**src/rtl/ipv4_frame_tx_param.sv**
```systemverilog
`default_nettype none
// ============================================================================
// Module      : ipv4_frame_tx_param
// Description : Byte-serial Ethernet II / IPv4 frame transmitter. Latches one
//               message, computes the IPv4 header checksum, then streams the
//               Ethernet header, IP header, payload and zero padding.
// Revision    : 1.0 - initial release
// ============================================================================
module ipv4_frame_tx_param #(
  parameter int MSG_WIDTH       = 10,
  parameter int IP_TTL          = 64,
  parameter int IP_PROTOCOL     = 17,
  parameter int MIN_FRAME_BYTES = 60
) (
  input  logic                 aclk,
  input  logic                 areset,
  input  logic [31:0]          ACCELERATOR_IP_ADDRESS,
  input  logic [47:0]          ACCELERATOR_MAC_ADDRESS,
  input  logic [31:0]          RECIPIENT_IP_ADDRESS,
  input  logic [47:0]          RECIPIENT_MAC_ADDRESS,
  input  logic [MSG_WIDTH-1:0] RECIPIENT_MESSAGE,
  input  logic                 START_IP_TXN,
  output logic                 READY_FOR_SEND,
  output logic [7:0]           MAC_DATA_OUT,
  input  logic                 MAC_DATA_READY,
  output logic                 MAC_DATA_VALID,
  output logic                 MAC_DATA_FIRST,
  output logic                 MAC_DATA_LAST
);

  localparam int c_PAYLOAD_BYTES = (MSG_WIDTH + 7) / 8;
  localparam int c_PAY_W         = c_PAYLOAD_BYTES * 8;
  localparam int c_PAY_IW        = $clog2(c_PAY_W);
  localparam int c_DATA_END      = 34 + c_PAYLOAD_BYTES;
  localparam int c_FRAME_BYTES   = (c_DATA_END > MIN_FRAME_BYTES) ? c_DATA_END : MIN_FRAME_BYTES;

  localparam logic [15:0] c_TOTAL_LEN    = 16'(20 + c_PAYLOAD_BYTES);
  localparam logic [15:0] c_TTL_PROTO    = {8'(IP_TTL), 8'(IP_PROTOCOL)};
  localparam logic [15:0] c_LAST_IDX     = 16'(c_FRAME_BYTES - 1);
  localparam logic [15:0] c_PAY_LAST_IDX = 16'(c_DATA_END - 1);
  localparam logic [15:0] c_DATA_END16   = 16'(c_DATA_END);

  typedef enum logic [2:0] {
    S_IDLE    = 3'd0,
    S_CSUM    = 3'd1,
    S_FOLD    = 3'd2,
    S_ETH_HDR = 3'd3,
    S_IP_HDR  = 3'd4,
    S_PAYLOAD = 3'd5,
    S_PAD     = 3'd6
  } state_t;

  state_t               r_state;
  state_t               w_next_state;
  logic [15:0]          r_cnt;
  logic [3:0]           r_idx;
  logic [31:0]          r_acc;
  logic [15:0]          r_csum;
  logic [15:0]          r_ident;
  logic [31:0]          r_src_ip;
  logic [31:0]          r_dst_ip;
  logic [47:0]          r_src_mac;
  logic [47:0]          r_dst_mac;
  logic [c_PAY_W-1:0]   r_msg;

  logic                 w_valid;
  logic                 w_first;
  logic                 w_last;
  logic [7:0]           w_data;
  logic                 w_xfer;
  logic [15:0]          w_word;
  logic [16:0]          w_fold1;
  logic [15:0]          w_fold2;
  logic [271:0]         w_hdr;
  logic [8:0]           w_hdr_bit;
  logic [15:0]          w_pay_sel;
  logic [c_PAY_IW-1:0]  w_pay_bit;

  // Header bytes packed MS-first so byte N sits at bit (33-N)*8
  assign w_hdr = {r_dst_mac, r_src_mac, 16'h0800, 16'h4500, c_TOTAL_LEN, r_ident,
                  16'h4000, c_TTL_PROTO, r_csum, r_src_ip, r_dst_ip};
  assign w_hdr_bit = 9'({16'd33 - r_cnt, 3'b000});
  // Payload byte index counted from the LS end: (33 + PAYLOAD_BYTES) - cnt
  assign w_pay_sel = c_PAY_LAST_IDX - r_cnt;
  assign w_pay_bit = c_PAY_IW'({w_pay_sel, 3'b000});

  // Two-stage end-around-carry fold; the second add cannot overflow
  assign w_fold1 = {1'b0, r_acc[15:0]} + {1'b0, r_acc[31:16]};
  assign w_fold2 = w_fold1[15:0] + {15'd0, w_fold1[16]};

  // Checksum word sequence, one word per CSUM cycle
  always_comb begin
    w_word = 16'h0000;
    case (r_idx)
      4'd0: w_word = 16'h4500;
      4'd1: w_word = c_TOTAL_LEN;
      4'd2: w_word = r_ident;
      4'd3: w_word = 16'h4000;
      4'd4: w_word = c_TTL_PROTO;
      4'd5: w_word = 16'h0000;
      4'd6: w_word = r_src_ip[31:16];
      4'd7: w_word = r_src_ip[15:0];
      4'd8: w_word = r_dst_ip[31:16];
      4'd9: w_word = r_dst_ip[15:0];
      default: w_word = 16'h0000;
    endcase
  end

  // State register
  always_ff @(posedge aclk) begin
    if (areset) begin
      r_state <= S_IDLE;
    end else begin
      r_state <= w_next_state;
    end
  end

  // Next state and stream outputs, decoded from registered state/counter only
  always_comb begin
    w_next_state = r_state;
    w_valid      = 1'b0;
    w_first      = 1'b0;
    w_last       = 1'b0;
    w_data       = 8'h00;
    w_xfer       = 1'b0;

    if (r_state == S_ETH_HDR || r_state == S_IP_HDR ||
        r_state == S_PAYLOAD || r_state == S_PAD) begin
      w_valid = 1'b1;
      w_first = (r_cnt == 16'd0);
      w_last  = (r_cnt == c_LAST_IDX);
      if (r_cnt < 16'd34) begin
        w_data = w_hdr[w_hdr_bit +: 8];
      end else if (r_cnt < c_DATA_END16) begin
        w_data = r_msg[w_pay_bit +: 8];
      end
    end
    w_xfer = w_valid && MAC_DATA_READY;

    case (r_state)
      S_IDLE: begin
        if (START_IP_TXN) begin
          w_next_state = S_CSUM;
        end
      end
      S_CSUM: begin
        if (r_idx == 4'd9) begin
          w_next_state = S_FOLD;
        end
      end
      S_FOLD: begin
        w_next_state = S_ETH_HDR;
      end
      default: begin
        if (w_xfer) begin
          if (r_cnt == c_LAST_IDX) begin
            w_next_state = S_IDLE;
          end else if (r_cnt == 16'd13) begin
            w_next_state = S_IP_HDR;
          end else if (r_cnt == 16'd33) begin
            w_next_state = S_PAYLOAD;
          end else if (r_cnt == c_PAY_LAST_IDX) begin
            w_next_state = S_PAD;
          end
        end
      end
    endcase
  end

  // Datapath: latch on accept, accumulate checksum, count transferred bytes
  always_ff @(posedge aclk) begin
    if (areset) begin
      r_cnt     <= 16'd0;
      r_idx     <= 4'd0;
      r_acc     <= 32'd0;
      r_csum    <= 16'd0;
      r_ident   <= 16'd0;
      r_src_ip  <= 32'd0;
      r_dst_ip  <= 32'd0;
      r_src_mac <= 48'd0;
      r_dst_mac <= 48'd0;
      r_msg     <= '0;
    end else begin
      case (r_state)
        S_IDLE: begin
          if (START_IP_TXN) begin
            r_src_ip  <= ACCELERATOR_IP_ADDRESS;
            r_dst_ip  <= RECIPIENT_IP_ADDRESS;
            r_src_mac <= ACCELERATOR_MAC_ADDRESS;
            r_dst_mac <= RECIPIENT_MAC_ADDRESS;
            r_msg     <= c_PAY_W'(RECIPIENT_MESSAGE);
            r_acc     <= 32'd0;
            r_idx     <= 4'd0;
            r_cnt     <= 16'd0;
          end
        end
        S_CSUM: begin
          r_acc <= r_acc + {16'd0, w_word};
          r_idx <= r_idx + 4'd1;
        end
        S_FOLD: begin
          r_csum <= ~w_fold2;
        end
        default: begin
          if (w_xfer) begin
            if (r_cnt == c_LAST_IDX) begin
              r_cnt   <= 16'd0;
              r_ident <= r_ident + 16'd1;
            end else begin
              r_cnt <= r_cnt + 16'd1;
            end
          end
        end
      endcase
    end
  end

  assign READY_FOR_SEND = (r_state == S_IDLE);
  assign MAC_DATA_OUT   = w_data;
  assign MAC_DATA_VALID = w_valid;
  assign MAC_DATA_FIRST = w_first;
  assign MAC_DATA_LAST  = w_last;

endmodule
`default_nettype wire

```
**config.mk**
```make
export PLATFORM = sky130hd
export DESIGN_NAME = ipv4_frame_tx_param
export DESIGN_NICKNAME = d
export VERILOG_FILES = /design/src/rtl/ipv4_frame_tx_param.sv
export SDC_FILE = /design/constraint.sdc
export NUM_CORES = 1
export LEC_CHECK = 0
export CAP_MARGIN = 0
export CORE_MARGIN = 10
export CORE_UTILIZATION = 56
export DETAILED_ROUTE_END_ITERATION = 7
export GPL_ROUTABILITY_DRIVEN = 0
export HOLD_SLACK_MARGIN = 0.05
export PLACE_DENSITY = 0.81
export SLEW_MARGIN = 20
export SYNTH_ARGS = -nofsm -noshare
export SYNTH_HDL_FRONTEND = slang
export SYNTH_SLANG_ARGS = --single-unit
```
**constraint.sdc**
```tcl
create_clock -name aclk -period 4.8 [get_ports aclk]
set_clock_uncertainty 0.15 [all_clocks]
set_input_delay 0.48 -clock aclk [delete_from_list [all_inputs] [get_ports aclk]]
set_output_delay 0.48 -clock aclk [all_outputs]
set_load 0.01 [all_outputs]
```
# Word-level counts from Yosys, hierarchy flattened
# Cells that the tools add are included.
[totals]
ff_bits = 257
input_bits = 174
out_inout_bits = 12
word_cells = 87
[classes]
n_addsub = 8
order_cmp = 2
eq_ne = 20
n_shift = 2
n_mux = 23
bitwise_logic = 3
reduce_logical = 18
[ops]
columns = ["op", "count"]
rows = [
  ["272-bit by 10-bit indexed part select with 8-bit output", 1],
  ["16-bit one-hot mux with 9 select lines", 1],
  ["32-bit one-hot mux with 2 select lines", 1],
  ["16-bit by 6-bit == test with 1-bit output (second input constant)", 3],
  ["16-bit two-way mux", 3],
  ["16-bit by 1-bit adder with 16-bit output (second input constant)", 2],
  ["32-bit by 16-bit adder with 32-bit output", 1],
  ["16-bit by 6-bit less-than comparator with 1-bit output (second input constant)", 2],
  ["32-bit two-way mux", 1],
  ["16-bit one-hot mux with 2 select lines", 1],
  ["8-bit two-way mux", 3],
  ["3-bit two-way mux", 7],
  ["16-bit by 16-bit adder with 17-bit output", 1],
  ["16-bit by 1-bit adder with 16-bit output", 1],
  ["16-bit by 4-bit == test with 1-bit output (second input constant)", 1],
  ["16-bit logical NOT", 1],
  ["16-bit NOT", 1],
  ["16-bit by 5-bit indexed part select with 8-bit output", 1],
  ["4-bit by 3-bit == test with 1-bit output (second input constant)", 3],
  ["3-bit == test (second input constant)", 3],
  ["3-bit one-hot mux with 3 select lines", 1],
  ["4-bit by 2-bit == test with 1-bit output (second input constant)", 2],
  ["4-bit == test (second input constant)", 2],
  ["4-bit one-hot mux with 2 select lines", 1],
  ["other kinds (22)", 32],
]

# Depth between registers and ports, before layout
[depth]
ltp_word = 8
ltp_mapped = 19
mapped_depth_nobuf = 18

# Worst setup path before layout
# OpenSTA, ideal clock, no wires.
[synth_path]
path_kind = "reg2reg"
start = "register r_idx[0]"
end = "register r_acc[30]"
arrival_time_ps = 3746
required_time_ps = 4529
setup_slack_ps = 784
stages_incl_launch_ff = 20
path_buffers = 2
cell_sequence = "dfxtp_1 -> inv_1 -> ha_1 -> nor2b_1 -> and2_1 -> clkbuf_1 -> clkbuf_1 -> a22oi_1 -> o211ai_1 -> ha_1 -> fa_1 -> a21o_1 -> a21oi_1 -> o21bai_1 -> a21oi_1 -> o21bai_1 -> a21oi_2 -> o31ai_4 -> nand4_1 -> mux2_2"
[synth_between]
elab_chain_cells = 4
word_cells_on_any_way = 12
[synth_lines]
columns = ["item", "line_no", "rtl"]
rows = [
  ["start: declaration", "56", "logic [3:0] r_idx;"],
  ["start signal: assignment", "199", "r_idx <= r_idx + 4'd1;"],
  ["4-bit == test, or another cell as far along", "94", "case (r_idx)"],
  ["16-bit one-hot mux with 9 select lines (*)", "94", ""],
  ["32-bit by 16-bit adder with 32-bit output (*)", "198", "r_acc <= r_acc + {16'd0, w_word};"],
  ["32-bit one-hot mux with 2 select lines (*)", "184", "case (r_state)"],
  ["end signal: assignment", "198", ""],
  ["end: declaration", "57", "logic [31:0] r_acc;"],
]
# Every way passes the cells marked *; elsewhere a longest branch is shown, timed or not.
# A chain may end at the register's enable or synchronous reset.

# Final worst setup path
[layout_path]
start = "register r_cnt[0]"
end = "output port MAC_DATA_OUT[4]"
[layout_between]
elab_chain_cells = 5
word_cells_on_any_way = 9
[layout_lines]
columns = ["item", "line_no", "rtl"]
rows = [
  ["start: declaration", "55", "logic [15:0] r_cnt;"],
  ["start signal: assignment", "210", "r_cnt <= r_cnt + 16'd1;"],
  ["branches (longest 3 deep; another with 6-bit subtractor)", "-", ""],
  ["8-bit two-way mux (*)", "132", "if (r_cnt < 16'd34) begin"],
  ["8-bit two-way mux (*)", "127", "if (r_state == S_ETH_HDR || r_state == S_IP_HDR ||"],
  ["end: declaration", "24", "output logic [7:0] MAC_DATA_OUT,"],
]
# Every way passes the cells marked *.

==> results.md <==
- CP top delay family: compound AO/OA/AOI/OAI gates
- Synth top area share: 36.7%
- Post-Route WL: 41100 um
- Final setup viols: 0
- Post-synth EDFFs: 0
- Mapped Area: 14000 um^2
- R2R cell count: 16
- Setup bufs post-CTS: 0
- Total grt overflow: 0
- PortBufs: 185
- Number of remaining DRC errors: 0
- Crit path max fanout: 53
- Most common cell after layout, fill and taps aside: nand2_1
- Final Max Tran Viols: 0
- Die width: between 150 and 200 um
- Hold Path Class: in -> reg
- CP Buf/Inv Count: 1
- CP required: about 4200 ps
- Resized Gates After CTS: 0
- Hold_buf cts: 0
- Register area share after synthesis: approximately 37%
- Fmax: ~0.23 GHz
- Clock root cell: clkbuf_16
- Total number of yosys warnings: 0
- DP Area: about 16000 um^2
- Min cycle time layout: 4440 ps
- Dpl cells: 2159
- Pin count of the biggest net entering global routing: 178
- Worst VDD drop: between 400 and 500 uV
- Final non-filler cell total: roughly 2200
- Levels on crit path: 10
- CTS Buf Count: 26
- First-pass GRT wire length: between 60000 and 70000 um
- Crit. End Element: output pin
- CP Capture Point: MAC_DATA_OUT[4]
- Flops & latches, synth: approximately 260
- Hold Violations, Final: 0
- Boundary pin count: 186
- Slowest-stage cell, CP: dfxtp_4
- Maximum clock insertion buffer count: 3
- Setup TNS: 0 ps
- Vias in the first global route: around 13000
- Share of layout cells above drive strength 1: 7.50%
- Fin util: between 60 and 70%
- Worst skew pair latency: 530 ps
- Dominant cells by area after synthesis: dfxtp_1 (37%), nand2_1 (11%), a21oi_1 (9.0%)
- Initial Util: a little under three fifths
- Static leakage: around 6.1 nW
- Synth-to-layout area growth: 20.4%
- Ordered list of cells on the worst path: mux4_2, nand2_1, a21oi_1, a31oi_1, o31ai_1, o21ai_0, o22ai_1, a22oi_1, nor2_1, clkdlybuf4s50_1
- # rows: 57
- Crit path from: r_cnt[0]
- RR Endpoint: r_acc[30]
- Status: completed
- Worst setup path category: reg -> out
- Slew of the pin with the lowest slew margin: 906 ps
- Die area: 31800 um^2
- CTS tree: built
- Netlist cell types: 86
- Core area: about 24000 um^2
- Max_cap viols: 0
- Vias per inst: about 6.0
- H-Tree Depth: 1
- ANT nets after route: 0
- Slew HR: between 30% and 40%
- RSZ-0062 raised after global routing: no
- Yosys top cell by area: dfxtp_1
- Syn nets: between 1500 and 2000
- Clock transition at path regs: 70 ps
- Iter 0 DRT Violations: 1193
- FF-to-FF setup slack: approximately 370 ps
- Commonest cells after routing, fill and taps aside: nand2_1 (428), dfxtp_1 (255), a21oi_1 (253)
- Nets@finish: approximately 2100
- Clock sink count: about 260
- CP arrival: roughly 3800 ps
- WL/cell: 18.6 um
- Reg-to-Reg Start: r_idx[0]
- Initial antenna violation count: 0
- Final instance area: 16900 um^2
- Ys flop type: dfxtp_1
- Detailed Place HPWL: approximately 30000 um
- GRT Util Overall: between 20 and 25%
- DRT Pass-1 Iters: 8
- Async SR Flop Fraction: 0%
- Via count: ~13000
- Cell area power density: roughly 400 nW/um^2
- Worst setup SP type: flop
- Mapped Cells: 1754
- Final period util: 92.5%
- Die height: 178 um
- Worst path max stage delay: between 800 and 900 ps
- Avg Cell Area, Syn: 7.99 um^2
## cell families (layout without fill, tap and decap cells)
| kind of cell | count (synthesis) | count (layout) | share of synthesized area (%) |
|---|---|---|---|
| adder cells (fa/ha/maj) | 47 | 47 | 4.30 |
| multiplexers | 82 | 82 | 9.05 |
| other | 0 | 2 | 0 |
| AO/OA/AOI/OAI | 446 | 446 | 19.2 |
| AND/OR/NAND/NOR | 718 | 718 | 22.9 |
| buffers and inverters | 148 | 274 | 4.19 |
| XOR/XNOR | 56 | 56 | 3.61 |
| flip-flops | 257 | 257 | 36.7 |
## per-layer routing
| metal | share of wire [%] | track usage (%) | wire (um) | vias to the layer above |
|---|---|---|---|---|
| met1 | 41 | 31.8 | 17000 | 6215 |
| li1 | - | - | - | 6393 |
| met4 | 3.2 | 8.16 | 1310 | 0 |
| met5 | 0 | 0 | 0 | - |
| met2 | 47 | 41.0 | 19300 | 520 |
| met3 | 8.5 | 5.48 | 3500 | 90 |
## synth_stat cells, types with 14 or more instances
library cell and instances:
ha_1 45, mux4_2 35, nor2_1 93, nor3_1 18, a21o_1 14, a22oi_1 21, nand2_1 429, dfxtp_1 257
a21oi_1 253, nand3_1 59, xnor2_1 31, buf_2 16, inv_1 27, and2_1 14, xor2_1 23, clkbuf_1 93
o21ai_0 38, mux2i_1 39, and3_1 15
## worst min-delay path by stage
stage | startpoint | end | slack [ps] | cells after the start
2_1_floorplan | r_csum[9] | r_csum[9] | 280 | 2
4_1_cts | areset | r_ident[1] | 250 | 2
3_3_place_gp | r_src_mac[39] | r_src_mac[39] | 290 | 2
3_5_place_dp | r_src_mac[18] | r_src_mac[18] | 290 | 2
5_1_grt | areset | r_csum[6] | 270 | 2
6_report | areset | r_csum[6] | 250 | 2
## registers in the layout, summed over array words and instances, names as in the netlist
signal     flops
r_acc         32
r_dst_mac     48
r_cnt         16
r_idx          4
r_csum        16
r_msg         10
r_src_ip      32
r_src_mac     48
r_dst_ip      32
r_state        3
r_ident       16
## per-stage QoR
step	hold WS [ps]	worst slack [ps]	total power [mW]
2_1_floorplan	281	784	4.02
3_3_place_gp	289	646	4.58
3_5_place_dp	295	515	4.64
4_1_cts	250	363	6.78
5_1_grt	273	64.2	7.13
6_report	248	360	6.80
## power breakdown
| part | switching (mW) | internal, mW | total [mW] |
|---|---|---|---|
| Combinational | 1.14 | 0.734 | 1.87 |
| Clock | 0.860 | 1.30 | 2.16 |
| Sequential | 0.296 | 2.47 | 2.76 |
## layout make-up
class,instances,area (um^2)
multi-input cells,1349,8300
fillers,1976,7580
flip-flops and latches,257,5150
repair buffers,201,2000
clock buffers,33,738
well taps,324,405
clock inverters,12,176
inverters,28,105
diodes,2,5.00
(Power assumes the default switching activity.)
